==> src/rtl/aes_load_ctrl.sv <==
// Load/launch controller between an SPI front end and an AES core: synchronizes
// chip enable, captures key/message/dir, starts the core and watches for completion.
module aes_load_ctrl #(
  parameter int K       = 192,
  parameter int TIMEOUT = 255
) (
  input  logic         clk,
  input  logic         reset,
  input  logic         ce_async,
  input  logic [K-1:0] key_a,
  input  logic [127:0] message_a,
  input  logic         dir_a,
  output logic         core_load,
  output logic [K-1:0] key,
  output logic [127:0] message,
  output logic         dir,
  input  logic         core_done,
  input  logic [127:0] core_result,
  output logic         done,
  output logic [127:0] translated,
  output logic         busy,
  output logic         overrun,
  output logic         timeout_err
);

  localparam int SYNC_STAGES = 2;
  // Counter holds the number of RUN cycles already completed; the cycle that sees
  // CNT_LAST is the TIMEOUT-th one and the last chance for core_done.
  localparam logic [7:0] CNT_LAST = 8'(TIMEOUT - 1);

  typedef enum logic [2:0] {
    S_IDLE,
    S_LOAD,
    S_CAPTURE,
    S_RUN,
    S_DONE
  } state_t;

  logic [SYNC_STAGES-1:0] sync_reg;
  logic                   ce_s;

  state_t       state_reg;
  logic [7:0]   cnt_reg;
  logic [K-1:0] key_reg;
  logic [127:0] message_reg;
  logic         dir_reg;
  logic [127:0] translated_reg;
  logic         core_load_reg;
  logic         done_reg;
  logic         busy_reg;
  logic         overrun_reg;
  logic         timeout_err_reg;

  generate
    for (genvar gi = 0; gi < SYNC_STAGES; gi++) begin : g_sync
      if (gi == 0) begin : g_first
        always_ff @(posedge clk) begin
          if (reset) sync_reg[gi] <= 1'b0;
          else       sync_reg[gi] <= ce_async;
        end
      end else begin : g_chain
        always_ff @(posedge clk) begin
          if (reset) sync_reg[gi] <= 1'b0;
          else       sync_reg[gi] <= sync_reg[gi-1];
        end
      end
    end
  endgenerate

  assign ce_s = sync_reg[SYNC_STAGES-1];

  always_ff @(posedge clk) begin
    if (reset) begin
      state_reg       <= S_IDLE;
      cnt_reg         <= '0;
      key_reg         <= '0;
      message_reg     <= '0;
      dir_reg         <= 1'b0;
      translated_reg  <= '0;
      core_load_reg   <= 1'b1;
      done_reg        <= 1'b0;
      busy_reg        <= 1'b0;
      overrun_reg     <= 1'b0;
      timeout_err_reg <= 1'b0;
    end else begin
      case (state_reg)
        S_IDLE: begin
          if (ce_s) begin
            state_reg       <= S_LOAD;
            overrun_reg     <= 1'b0;
            timeout_err_reg <= 1'b0;
          end
        end
        S_LOAD: begin
          if (!ce_s) begin
            state_reg <= S_CAPTURE;
            busy_reg  <= 1'b1;
          end
        end
        S_CAPTURE: begin
          // SPI is idle here, so the sclk-domain buses are stable and safe to sample.
          key_reg       <= key_a;
          message_reg   <= message_a;
          dir_reg       <= dir_a;
          cnt_reg       <= '0;
          core_load_reg <= 1'b0;
          state_reg     <= S_RUN;
        end
        S_RUN: begin
          if (ce_s) overrun_reg <= 1'b1;
          if (core_done) begin
            translated_reg <= core_result;
            done_reg       <= 1'b1;
            core_load_reg  <= 1'b1;
            busy_reg       <= 1'b0;
            state_reg      <= S_DONE;
          end else if (cnt_reg == CNT_LAST) begin
            timeout_err_reg <= 1'b1;
            core_load_reg   <= 1'b1;
            busy_reg        <= 1'b0;
            state_reg       <= S_IDLE;
          end else begin
            cnt_reg <= cnt_reg + 8'd1;
          end
        end
        S_DONE: begin
          if (ce_s) begin
            done_reg        <= 1'b0;
            overrun_reg     <= 1'b0;
            timeout_err_reg <= 1'b0;
            state_reg       <= S_LOAD;
          end
        end
        default: begin
          state_reg     <= S_IDLE;
          core_load_reg <= 1'b1;
          done_reg      <= 1'b0;
          busy_reg      <= 1'b0;
        end
      endcase
    end
  end

  assign core_load   = core_load_reg;
  assign key         = key_reg;
  assign message     = message_reg;
  assign dir         = dir_reg;
  assign done        = done_reg;
  assign translated  = translated_reg;
  assign busy        = busy_reg;
  assign overrun     = overrun_reg;
  assign timeout_err = timeout_err_reg;

endmodule

==> config.mk <==
export PLATFORM = sky130hd
export DESIGN_NAME = aes_load_ctrl
export DESIGN_NICKNAME = d
export VERILOG_FILES = /design/src/rtl/aes_load_ctrl.sv
export SDC_FILE = /design/constraint.sdc
export NUM_CORES = 1
export LEC_CHECK = 0
export CAP_MARGIN = 40
export CORE_AREA = 2 2 350 352
export DETAILED_ROUTE_END_ITERATION = 6
export DIE_AREA = 0 0 352 354
export GPL_TIMING_DRIVEN = 0
export PLACE_DENSITY_LB_ADDON = 0.05
export SYNTH_ARGS = -nofsm -noshare
export SYNTH_HDL_FRONTEND = slang
export SYNTH_SLANG_ARGS = --single-unit
==> constraint.sdc <==
create_clock -name clk -period 2.1 [get_ports clk]
set_input_delay 0.42 -clock clk [delete_from_list [all_inputs] [get_ports clk]]
set_output_delay 0.42 -clock clk [all_outputs]
set_load 0.02 [all_outputs]
==> out/metrics.yaml <==
floorplan:
  die_x_um: 352
  rows: 128
  die_area_mm2: 0.125
  core_region_area_mm2: 0.121
  start_util_pct: 13.4
  io_pins: 907
  die_height_um: 354
yosys:
  syn-cell-area_mm2: 0.0162
  ys_ff_latch: 467
  yosysUniqueCellTypes: 38
  synth_flop_cell: "dfxtp_1"
  async_flop_share_pct: 0
  yosysWarnings: 0
  yosysTopAreaCellShare_pct: 57.7
  syn_area_per_cell_um2: 7.88
  synth.top_cells.by_area: "dfxtp_1 58%, nand2_1 21%, a21oi_1 14%, buf_2 2.4%, clkbuf_1 1.7%"
  synth_nets: 2511
  synth-edff-count: 0
  synth_seq_area_share_pct: 57.7
  yosys.area.top_type: "dfxtp_1"
  syn_inst: 2056
final_layout:
  final_net_count: 3489
  fillers: 13269
  syn2layout_area_growth_pct: 81.0
  fin_area_mm2: 0.0293
  layoutNonFillerInstCount: 4707
  largest_reg_flops: 192
  drive_above_1_share_pct: 6.30
worst_hold_path:
  min_from: "message_a[35]"
  hold-path-cell-count: 3
  worstHoldPathType: "in -> reg"
  hold_end: "message[35]"
clocking:
  tritoncts: "done"
  numCtsBuffers: 66
  root_buffer: "clkbuf_16"
  h-tree-depth: 3
  clkTransAtPathRegs_ps: 60
  insertion_delay_ps: 620
  clock_sinks: 467
  clock_path_buffers: 3
power:
  pwr-share-clk_pct: 46.5
  combPwrFrac_pct: 14.2
  p_per_area_mw_per_mm2: 817
  irDropWorstVdd_v: 0.000526
  p_sw_uw: 6430
  swShare_pct: 26.8
  power_uw: 24000
  cellLeakagePower_uw: 0.0109
  internal_power_uw: 17500
  power_frac_seq_pct: 39.3
sta:
  slew_violations: 0
  rsz0062_at_grt: "no"
  min_period_over_period_pct: 96.7
  period_needed_ps: 2030
  fmax_mhz: 492
  finalHoldViolCount: 0
  relSlewSlack_pct: 47.0
  clock-skew-final_ps: 17.7
  finalSetupViolCount: 0
  tightest_slew_ps: 796
critical_path:
  timing.critical_path.buf_inv: 1
  worstSetupEndpointType: "output pin"
  r2r_slack_ps: 220
  worst_ep_required_time_ps: 1680
  startpoint_type: "flip-flop"
  critPathTopFamily: "buffers and inverters"
  path_class: "reg -> out"
  critPathMaxFanout: 2
  critPathArrivalTime_ps: 1610
  ff2ff_path_depth: 6
  crit_slowest_cell: "clkdlybuf4s50_1"
  timing.rr.end: "translated[36]"
  r2r_start: "state_reg[2]"
  worstPathCellList: "clkdlybuf4s50_1"
  cpPeakStageDelay_ps: 640
routing:
  drt_iter0_drc: 728
  vias_per_cell: 3.72
  vias: 17493
  drt-wirelength-per-cell_um: 20.2
  drt_first_pass_iters: 7
  drc: 2
  drtAntennaViolNets: 0
  drt_wl_total_um: 95300
placement:
  numPortBuffers: 905
  dp.cells: 4588
  dpl_cell_area_mm2: 0.0273
  hpwl_um: 76100
  place.gp.congestion: 0.792
global_route:
  grt_pass1_vias: 17939
  grt_overflow: 0
  grt_usage_pct: 14.7
  antenna_found_initial: 21
  grt_pass1_wl_um: 133000
  grt_max_degree: 11
run_status:
  status: "finished with violations"
  violations: "DRC"
flow_run:
  cap_violations: 0
-- kinds of logic (layout without fill, tap and decap cells) --
group	Yosys count	after routing	synth area share, %
AO/OA/AOI/OAI	477	477	15.0
AND/OR/NAND/NOR	943	943	22.5
flip-flops	467	467	57.7
buffers and inverters	163	1185	4.43
XOR/XNOR	4	4	0.216
other	0	4	0
adder cells (fa/ha/maj)	2	2	0.154
-- cell usage after synthesis, drive strengths merged, types with 2 or more instances --
master,count
inv,7
o21ai,7
a31oi,5
xor2,4
nand3,4
and3,4
nand2,907
nand2b,4
dfxtp,467
nand4,3
nor2b,3
ha,2
nor2,6
clkbuf,75
buf,81
a22oi,2
nor3,5
a21oi,455
-- cell usage in the layout, fill, tap and decap left out, types with 5 or more instances in the layout --
cell / instances
clkbuf_1: 83
nor2_1: 5
dlymetal6s2s_1: 14
o21ai_0: 6
dlygate4sd2_1: 167
buf_4: 6
clkbuf_2: 9
dfxtp_1: 467
nand2_1: 907
clkinv_2: 9
inv_1: 7
a31oi_1: 5
clkbuf_16: 68
clkdlybuf4s50_1: 724
buf_2: 72
clkbuf_8: 12
nor3_1: 5
a21oi_1: 455
-- metrics by stage --
stage	setup TNS [ps]	setup WS, ps	hold WS, ps	util (%)
finish	0	68.3	343	24.3
global route	0	0.175	310	24.3
CTS	0	0.264	271	24.2
detailed placement	-84260	-402	445	22.6
global placement	-194670	-682	442	22.6
floorplan	0	562	414	-
-- area by class of cell --
cell class	count	area, um^2	share of cell area [%]
Clock inverter	14	160	0.546
Timing Repair Buffer	910	8960	30.5
Clock buffer	98	1930	6.60
Sequential cell	467	9350	31.9
Tap cell	1625	2030	6.93
Multi-Input combinational cell	1426	6130	20.9
Antenna cell	4	10.0	0.0341
Inverter	7	26.3	0.0896
Buffer	156	724	2.47
-- metal layers --
metal	track usage (%)	routed length [um]	up-vias
met1	14.8	34200	8142
met2	28.3	51300	583
li1	-	-	8612
met5	0	167	-
met4	3.91	1900	26
met3	5.42	7730	130
-- what timing repair did --
item,4_1_cts,5_1_grt
hold buffers,0,0
setup buffers,0,3
resized for setup,176,29
pin swaps,0,1
setup endpoints to repair,331,188
cloned,0,0
-- power groups by stage --
| stage | Clock (uW) | Sequential, uW | Combinational [uW] |
|---|---|---|---|
| floorplan | 0 | 10000 | 915 |
| global placement | 0 | 9600 | 3540 |
| detailed placement | 0 | 9620 | 3550 |
| CTS | 11700 | 9420 | 3490 |
| global route | 12000 | 9460 | 3700 |
| finish | 11100 | 9420 | 3410 |
-- worst max path at each step --
stage | endpoint | slack, ps | cells after the start | from
2_1_floorplan | cnt_reg[2] | 560 | 6 | cnt_reg[0]
3_3_place_gp | state_reg[1] | -680 | 4 | reset
3_5_place_dp | key[6] | -400 | 5 | reset
4_1_cts | key[172] | 0.3 | 1 | key[172]
5_1_grt | message[75] | 0.2 | 1 | message[75]
6_report | message[3] | 70 | 1 | message[3]
Note: power is estimated with default switching activity, not from simulation.
